File: config.mk
export PLATFORM = sky130hd
export DESIGN_NAME = wdt_prescaler
export DESIGN_NICKNAME = d
export VERILOG_FILES = /design/src/rtl/wdt_prescaler.sv
export SDC_FILE = /design/constraint.sdc
export NUM_CORES = 1
export LEC_CHECK = 0
export BUFFER_PORTS_ARGS = -buffer_cell sky130_fd_sc_hd__buf_2
export CAP_MARGIN = 20
export CORE_ASPECT_RATIO = 0.6
export CORE_MARGIN = 4
export CORE_UTILIZATION = 52
export DETAILED_ROUTE_END_ITERATION = 10
export GPL_TIMING_DRIVEN = 1
export PLACE_DENSITY = 0.85
export RECOVER_POWER = 100
export SYNTH_ARGS = -nofsm -noshare
export SYNTH_HDL_FRONTEND = slang
export SYNTH_SLANG_ARGS = --single-unit
File: constraint.sdc
create_clock -name pclk -period 2.9 [get_ports pclk]
set_clock_uncertainty 0.15 [all_clocks]
set_input_delay 0.29 -clock pclk [delete_from_list [all_inputs] [get_ports pclk]]
set_output_delay 0.29 -clock pclk [all_outputs]
set_load 0.02 [all_outputs]
File: src/rtl/wdt_prescaler.sv
// APB-programmable pclk divider producing the window watchdog decrement strobe (wdt_tick).
// Define WDT_PSC_DBG_FREEZE_EN to add the dbg_halt input that freezes the count while debugging.
module wdt_prescaler #(
    parameter int DIV_W  = 16,
    parameter int TCNT_W = 8
) (
    input  logic        pclk,
    input  logic        prstn,
    input  logic        psel,
    input  logic        penable,
    input  logic        pwrite,
    input  logic [31:0] paddr,
    input  logic [31:0] pwdata,
`ifdef WDT_PSC_DBG_FREEZE_EN
    input  logic        dbg_halt,
`endif
    output logic [31:0] prdata,
    output logic        pready,
    output logic        wdt_tick
);

    localparam logic [3:0] ADDR_CTRL   = 4'h0;
    localparam logic [3:0] ADDR_RELOAD = 4'h1;
    localparam logic [3:0] ADDR_COUNT  = 4'h2;
    localparam logic [3:0] ADDR_STATUS = 4'h3;

    logic              r_en;
    logic [DIV_W-1:0]  r_reload;
    logic [DIV_W-1:0]  r_cnt;
    logic [TCNT_W-1:0] r_tickCnt;
    logic              r_tick;

    logic              w_wr;
    logic              w_ctrlWr;
    logic              w_reloadWr;
    logic              w_statusWr;
    logic              w_halt;
    logic              w_unused;

    assign w_wr       = psel & penable & pwrite;
    assign w_ctrlWr   = w_wr & (paddr[3:0] == ADDR_CTRL);
    assign w_reloadWr = w_wr & (paddr[3:0] == ADDR_RELOAD);
    assign w_statusWr = w_wr & (paddr[3:0] == ADDR_STATUS);

`ifdef WDT_PSC_DBG_FREEZE_EN
    assign w_halt = dbg_halt;
`else
    assign w_halt = 1'b0;
`endif

    assign w_unused = ^{paddr[31:4], pwdata[31:DIV_W]};

    always_ff @(posedge pclk or negedge prstn) begin
        if (!prstn) begin
            r_en     <= 1'b0;
            r_reload <= '0;
        end else begin
            if (w_ctrlWr) begin
                r_en <= pwdata[0];
            end
            if (w_reloadWr) begin
                r_reload <= pwdata[DIV_W-1:0];
            end
        end
    end

    // Counter acts on the EN value held before this edge, so an EN 0->1 write lands in
    // the reload branch, and a RELOAD write only takes effect at the next reload.
    always_ff @(posedge pclk or negedge prstn) begin
        if (!prstn) begin
            r_cnt     <= '0;
            r_tick    <= 1'b0;
            r_tickCnt <= '0;
        end else begin
            if (!r_en) begin
                r_cnt  <= r_reload;
                r_tick <= 1'b0;
            end else if (w_halt) begin
                r_tick <= 1'b0;
            end else if (r_cnt == '0) begin
                r_cnt     <= r_reload;
                r_tick    <= 1'b1;
                r_tickCnt <= r_tickCnt + 1'b1;
            end else begin
                r_cnt  <= r_cnt - 1'b1;
                r_tick <= 1'b0;
            end
            // A software clear overrides a coincident increment.
            if (w_statusWr) begin
                r_tickCnt <= '0;
            end
        end
    end

    always_comb begin
        prdata = '0;
        if (psel && !pwrite) begin
            case (paddr[3:0])
                ADDR_CTRL:   prdata[0]          = r_en;
                ADDR_RELOAD: prdata[DIV_W-1:0]  = r_reload;
                ADDR_COUNT:  prdata[DIV_W-1:0]  = r_cnt;
                ADDR_STATUS: prdata[TCNT_W-1:0] = r_tickCnt;
                default:     prdata             = '0;
            endcase
        end
    end

    assign pready   = 1'b1;
    assign wdt_tick = r_tick;

endmodule
Word-level counts from Yosys, hierarchy flattened. Index checks and enable logic that the tools add are counted.

Bits in registers: 42. Input port bits: 69. Output and inout bits: 34. Logic and storage cells: 33.

Add/sub/neg operators: 2. Equality and inequality tests: 3. Multiplexer cells: 11. Bitwise logic cells: 5. Reduce and logical (&&, ||, !) cells: 7.

Operator list (count): 16-bit two-way mux (3); 8-bit two-way mux (3); 7-bit one-hot mux with 3 select lines (1); 16-bit logical NOT (1); 8-bit one-hot mux with 2 select lines (1); 16-bit by 1-bit subtractor with 16-bit output, second input constant (1); 8-bit by 1-bit adder with 8-bit output, second input constant (1); 4-bit by 2-bit equality test with 1-bit output, second input constant (2); 1-bit bitwise AND (5); 4-bit by 1-bit equality test with 1-bit output, second input constant (1); 4-bit logical NOT (1); 1-bit one-hot mux with 4 select lines (1); 2-bit nonzero test (2); 1-bit two-way mux (2); 2-bit AND reduction (1); 1-bit logical AND (1); 1-bit logical NOT (1).

Longest topological paths before layout. Gate-level depths: netlist of run 1.

Depth in word-level cells: 5. Mapped depth: 7. Gate-level depth less buffers: 6.

Worst setup path after synthesis of run 1. Ideal clock, no wire load.

Path type: input -> output. Start point: input paddr[1]. End point: output prdata[0]. Data arrival time: 1.687 ns. Data required time: 2.460 ns. Setup slack: 0.773 ns. Cell stages on the path: 4. Path buffers: 1. Path through: clkbuf_1 -> nor4b_2 -> nand2_1 -> a21boi_0.

Word-level cells in the longest chain between the ends: 3. Elaborated cells on any way between the ends: 6. Those cells by class: 3 x eq/ne; 2 x mux; 1 x reduce/logical.

RTL lines: start: declaration (RTL line 12) `input logic [31:0] paddr,`; 4-bit by 2-bit equality test with 1-bit output, or another cell as far along (RTL line 98) `case (paddr[3:0])`; 1-bit one-hot mux with 4 select lines * (RTL line 98); 16-bit two-way mux * (RTL line 97) `if (psel && !pwrite) begin`; end: declaration (RTL line 17) `output logic [31:0] prdata,`.

Mark *: on every way between the ends. The rest lies on a longest branch, timed or not.

Worst setup path after layout of run 1.
Start point: input paddr[1]. End point: output prdata[1].

Word-level cells in the longest chain between the ends: 3. Elaborated cells on any way between the ends: 5. Those cells by class: 3 x eq/ne; 2 x mux.

RTL lines (RTL line): 4-bit by 2-bit equality test with 1-bit output or 4-bit by 1-bit equality test with 1-bit output (tied branches) (98); 7-bit one-hot mux with 3 select lines * (98); 16-bit two-way mux * (97).

Marked as above.

==> results of run 1 <==
-- cells in the final DEF (no fill, tap or decap), types with 3 or more instances in the layout --
cell type	synthesis	layout
a21oi_1	7	7
a22oi_1	16	16
buf_2	1	24
buf_4	17	5
clkbuf_1	9	19
clkbuf_8	0	6
conb_1	2	17
dfrtp_1	42	42
ha_1	3	3
inv_1	5	5
mux2_2	24	24
nand2_1	21	21
nand3_1	7	7
nand4_1	6	7
nor2_1	26	26
nor3_1	4	5
nor4b_1	2	3
o21ai_0	19	19
o31ai_1	3	3
or4_1	3	3
xnor2_1	3	3
xor2_1	11	11
-- worst reg2reg max path, cell delays in order (launching register included) --
cell and delay [ns]:
dfrtp_1 0.44, inv_1 0.12, ha_1 0.14, nor4b_2 0.31
nand4_1 0.47, or3_2 0.60, a21oi_1 0.15
-- report_power, final --
part | total, mW | internal, mW | switching [mW]
clock network | 0.398 | 0.192 | 0.206
logic | 0.688 | 0.316 | 0.372
registers | 0.936 | 0.729 | 0.207
total | 2.02 | 1.24 | 0.785
-- layout make-up --
cell class              count  area [um2]  area share
flip-flops and latches     42        1050       0.381
clock buffers               7        86.3      0.0313
repair buffers             47         225      0.0817
clock inverters             1        5.00     0.00181
well taps                  63        78.8      0.0286
multi-input cells         196        1290       0.469
inverters                   5        18.8     0.00681
-- final timing paths --
| path | slack [ns] | startpoint | cells past startpoint | end |
|---|---|---|---|---|
| max in group asynchronous | 0.80 | prstn | 1 | r_reload[1]$_DFFE_PN0P_ |
| worst max-delay path | 0.39 | paddr[1] | 5 | prdata[1] |
| worst min register to register | 0.37 | r_reload[15]$_DFFE_PN0P_ | 2 | r_cnt[15]$_DFF_PN0_ |
| worst min-delay path | 0.07 | pwdata[10] | 2 | r_reload[10]$_DFFE_PN0P_ |
| min in group asynchronous | 0.51 | prstn | 1 | wdt_tick$_DFF_PN0_ |
| worst max register to register | 0.45 | r_cnt[0]$_DFF_PN0_ | 6 | r_tickCnt[3]$_DFFE_PN0P_ |
-- routing by layer --
| layer | global-route usage | share of wire |
|---|---|---|
| met1 | 0.292 | 0.47 |
| met2 | 0.317 | 0.44 |
| met3 | 0.0524 | 0.082 |
| met4 | 0.0730 | 0.013 |
| met5 | 0 | 0 |
-- synth_stat cells, types with 6 or more instances --
library cell / instances
dfrtp_1: 42
nand3_1: 7
xor2_1: 11
clkbuf_1: 9
mux2_2: 24
nand2_1: 21
nor2_1: 26
buf_4: 17
a21oi_1: 7
o21ai_0: 19
nand4_1: 6
a22oi_1: 16
-- registers in the layout, indices dropped and copies added, names as in the netlist --
| register | flops |
|---|---|
| r_tickCnt | 8 |
| wdt_tick | 1 |
| r_en | 1 |
| r_cnt | 16 |
| r_reload | 16 |
-- kinds of logic (layout without fill, tap and decap cells) --
logic type                 count (synthesis)  in the layout  share of synthesized area
xor gates and xnor gates                  14             14                     0.0489
and+or+nand+nor                           87             87                      0.197
AOI/OAI and AO/OA                         50             50                      0.125
buffers and inverters                     35             60                     0.0813
other                                      2             17                    0.00299
DFF                                       42             42                      0.419
muxes                                     25             25                      0.112
adders and majority gates                  3              3                     0.0150
-- through the flow --
stage,total power [mW],utilization
global route,2.17,0.598
global placement,1.58,0.588
detailed placement,1.62,0.588
finish,2.02,0.598
floorplan,1.42,-
CTS,2.03,0.607
==> flow_summary.ini, run 1 <==
[yosys]
synthArstFlopShare = 1.00
syn_area_per_cell_um2 = 9.73
yosysUniqueCellTypes = 41
yosys_warnings = 0
synth_area_leader_cell = dfrtp_1
syn-instance-count = 258
ys.flop_type = dfrtp_1
yosysSeqAreaShare = 0.419
syn-cell-area_um2 = 2510
ys_ff_latch = 42
yosysTopAreaCellShare = 0.419
ys_top_cells_by_area = dfrtp_1, mux2_2, buf_4, a22oi_1, nor2_1
synth_edf_count = 0

[power_and_ir_drop]
p_per_area_nw_per_um2 = 733
leakage_nw = 1.20
irDropWorstVdd_mv = 0.451

[status]
status = complete, but fails checks
violations = capacitance limit, slew limit

[place]
pre_cts_ws_ns = 0.617
portBuffers = 41
place_area_um2 = 2710
dp_hpwl_mm = 4.27
gp_congestion = 0.843
dp.cells = 353

[clock_network]
post_cts_buffers = 0
clk_pin_slew_ns = 0.08
cts_tree = done
htreeDepth = 2
clock_sinks = 42
cts_max_path_buffers = 2
cts-buffers-inserted = 5
cts-root-buf = clkbuf_8
clk_latency_ns = 0.30
hold_buffers = 0
ctsResizeCount = 0

[drt]
drtIter0Drc = 135
drc = 0
vias = 2040
first_pass_iters = 4
wirelength_mm = 5.86
ant_nets = 0
wl_per_cell_um = 16.2
routed_via_density = 5.65

[global_routing]
grt_antenna_before_repair = 0
grt_pass1_wl_mm = 9.76
grt_max_degree = 43
grtUsageTotal = 0.207
grt-ovfl-total = 0
grt_pass1_vias = 2026

[timing]
drv_slew = 43
fmax_ghz = 0.398
fin_crit_ns = 2.51
finalCritPeriodShare = 0.867
timing.final.hold_violations = 0
finalWorstSetupSlack_ns = 0.385
setup_viol = 0
worst_slew_pin_slew_ns = 2.27
rsz0062_at_grt = false
fin_tns_setup_ns = 0
whs_ns = 0.0658
slew-limit-headroom = -0.510

[critical_path]
crit_type = input port to primary output
cp_num_buf_inv = 2
crit_fanout = 17
crit_required_ns = 2.46
cp.arrival_ns = 2.07
max_stage_delay_ns = 0.60
cpMaxStageDelayCell = clkbuf_1
cp-start-kind = input port
worstPathCellList = clkbuf_1, nor2b_1, a22oi_1, nor2_1, clkbuf_1
crit_top_cell = clkbuf_1
crit_family = buffers and inverters
end_kind = primary output

[floorplanning]
die_w_um = 97.7
fp.coreArea_um2 = 4610
dieArea_um2 = 6040
die_y_um = 61.8
core.rowCount = 19
start_util = 0.544
num_io_pins = 103

[cells_and_area]
nNetsFinal = 369
n_antenna_cell = 0
fill_cells = 413
design_area_um2 = 2760
syn_to_final_growth_pct = 9.87
drive_above_1_share = 0.221
final_cell_count_no_fill = 361

[min_path]
hold_class = input port to flop

[flow_run]
drv_cap = 1
Note: power is estimated with default switching activity, not from simulation.
==> inputs of run 2 (changes only) <==
==> config.mk (replaced) <==
export PLATFORM = sky130hd
export DESIGN_NAME = wdt_prescaler
export DESIGN_NICKNAME = d
export VERILOG_FILES = /design/src/rtl/wdt_prescaler.sv
export SDC_FILE = /design/constraint.sdc
export NUM_CORES = 1
export LEC_CHECK = 0
export CAP_MARGIN = 20
export CORE_ASPECT_RATIO = 0.6
export CORE_MARGIN = 4
export CORE_UTILIZATION = 63
export DETAILED_ROUTE_END_ITERATION = 10
export DONT_BUFFER_PORTS = 1
export GPL_TIMING_DRIVEN = 1
export PLACE_DENSITY = 0.79
export RECOVER_POWER = 100
export SYNTH_ARGS = -nofsm -noshare
export SYNTH_HDL_FRONTEND = slang
export SYNTH_SLANG_ARGS = --single-unit
==> run 2 against run 1 <==
The run now ends clean. Flip-flop and latch count unchanged. Critical path type is now flop to flop. Cell area increased by 0.36%. Final cell count decreased by 11%. Setup slack got worse by 0.030 ns. Worst hold slack improved by 0.063 ns. Critical path depth increased by 1. Critical endpoint is now r_tickCnt[6]$_DFFE_PN0P_. Clock power increased by 16%. Largest cell class unchanged. Non-clock buffer count decreased by 22. Die area decreased by 16%. Total power increased by 3.1%.
==> flow_summary.ini, run 2 (synthesis results as in run 1) <==
[status]
status = completed

[place]
portBuffers = 0
pre_cts_ws_ns = 0.618
dp_hpwl_mm = 4.03
gp_congestion = 0.853

[clock_network]
cts_tree = done
post_cts_buffers = 0
clk_pin_slew_ns = 0.08
cts_max_path_buffers = 2
cts-root-buf = clkbuf_8
clock_sinks = 42
clk_latency_ns = 0.30
cts-buffers-inserted = 5
htreeDepth = 2

[floorplanning]
start_util = 0.670
dieArea_um2 = 5090
die_w_um = 89.5
core.rowCount = 17
num_io_pins = 103
die_y_um = 56.9
fp.coreArea_um2 = 3740

[cells_and_area]
nNetsFinal = 347
drive_above_1_share = 0.163
syn_to_final_growth_pct = 10.3
fill_cells = 285
largestRegisters = r_cnt x16, r_reload x16, r_tickCnt x8
fin_util = 0.739
final_common_cell = dfrtp_1
final_cell_mix = dfrtp_1, nor2_1, mux2_2
n_antenna_cell = 0

[critical_path]
worstPathCellList = inv_1, ha_1, nor4b_2, nand4_1, or4_1, a21oi_1
crit_family = simple AND/OR/NAND/NOR gates
end_kind = flop
crit_fanout = 13
max_stage_delay_ns = 0.63
crit_type = flop to flop
cp-startpoint = r_cnt[0]$_DFF_PN0_
cp.arrival_ns = 2.62
crit-reg2reg-launch = r_cnt[0]$_DFF_PN0_
cp_num_buf_inv = 1
crit_required_ns = 2.98
cp-start-kind = flop
cpMaxStageDelayCell = or4_1

[drt]
wl_per_cell_um = 18.0
routed_via_density = 5.98
wl_met1_mm = 2.70
first_pass_iters = 4
drc = 0
top_layer_used = met4
wl_met3_um = 472
wirelength_mm = 5.82
vias = 1933
ant_nets = 0
drtIter0Drc = 149
wl_met2_mm = 2.62

[timing]
finalCritPeriodShare = 0.877
fmax_ghz = 0.393
drv_slew = 0
whs_ns = 0.129
slew-limit-headroom = 0.325
fin_tns_setup_ns = 0
finalWorstSetupSlack_ns = 0.355
rsz0062_at_grt = false
timing.final.hold_violations = 0
worst_slew_pin_slew_ns = 1.00
setup_viol = 0
fin_crit_ns = 2.54

[power_and_ir_drop]
irDropWorstVdd_mv = 0.449
total_power_mw = 2.08
p_per_area_nw_per_um2 = 753
leakage_nw = 1.17

[min_path]
hold_class = input port to flop
min_from = paddr[0]

[global_routing]
grtUsageTotal = 0.241
grt_pass1_wl_mm = 9.20
grt_antenna_before_repair = 0
grt-ovfl-total = 0
grt_pass1_vias = 1857
grt_max_degree = 43

[flow_run]
drv_cap = 0
run 2: timing repair:
| item | 4_1_cts | 5_1_grt |
|---|---|---|
| gates resized for setup | 0 | 0 |
| endpoints found under the hold margin | 57 | 2 |
| hold buffers | 16 | 2 |
| setup endpoints to repair | 0 | 0 |
run 2: path summary, 6_finish.rpt:
kind | endpoint | slack (ns) | cells past startpoint
worst max-delay path | r_tickCnt[6]$_DFFE_PN0P_ | 0.36 | 6
worst min-delay path | r_en$_DFFE_PN0P_ | 0.13 | 2
worst max register to register | r_tickCnt[6]$_DFFE_PN0P_ | 0.36 | 6
worst min register to register | r_cnt[13]$_DFF_PN0_ | 0.37 | 2
max in group asynchronous | r_cnt[0]$_DFF_PN0_ | 2.09 | 2
min in group asynchronous | r_cnt[4]$_DFF_PN0_ | 0.30 | 2
run 2: layer usage:
metal | track usage | vias to the layer above
li1 | - | 920
met1 | 0.345 | 929
met2 | 0.357 | 79
met3 | 0.0660 | 5
met4 | 0.0658 | 0
met5 | 0 | -
run 2: worst register-to-register path, stage by stage, from the launching register on:
cell and delay (ns):
dfrtp_1 0.44, inv_1 0.12, ha_1 0.17, nor4b_2 0.34, nand4_1 0.49, or4_1 0.63, a21oi_1 0.15
run 2: through the flow:
step,area [um2],cells
after global routing,2770,323
after detailed placement,2490,297
final,2770,323
after CTS,2770,321
after global placement,2490,297
after floorplan,2570,273
run 2: cell type report:
cell class	instances	area [um2]	share of cell area
sequential	42	1050	0.380
multi-input combinational	196	1300	0.469
tap	47	58.8	0.0212
clock buffer	5	68.8	0.0249
timing repair buffer	25	231	0.0836
clock inverter	3	40.0	0.0145
inverter	5	18.8	0.00678
run 2: report_power, final:
group,switching (mW),internal (mW),total [mW]
combinational,0.365,0.324,0.689
sequential,0.206,0.729,0.935
clock,0.207,0.254,0.460
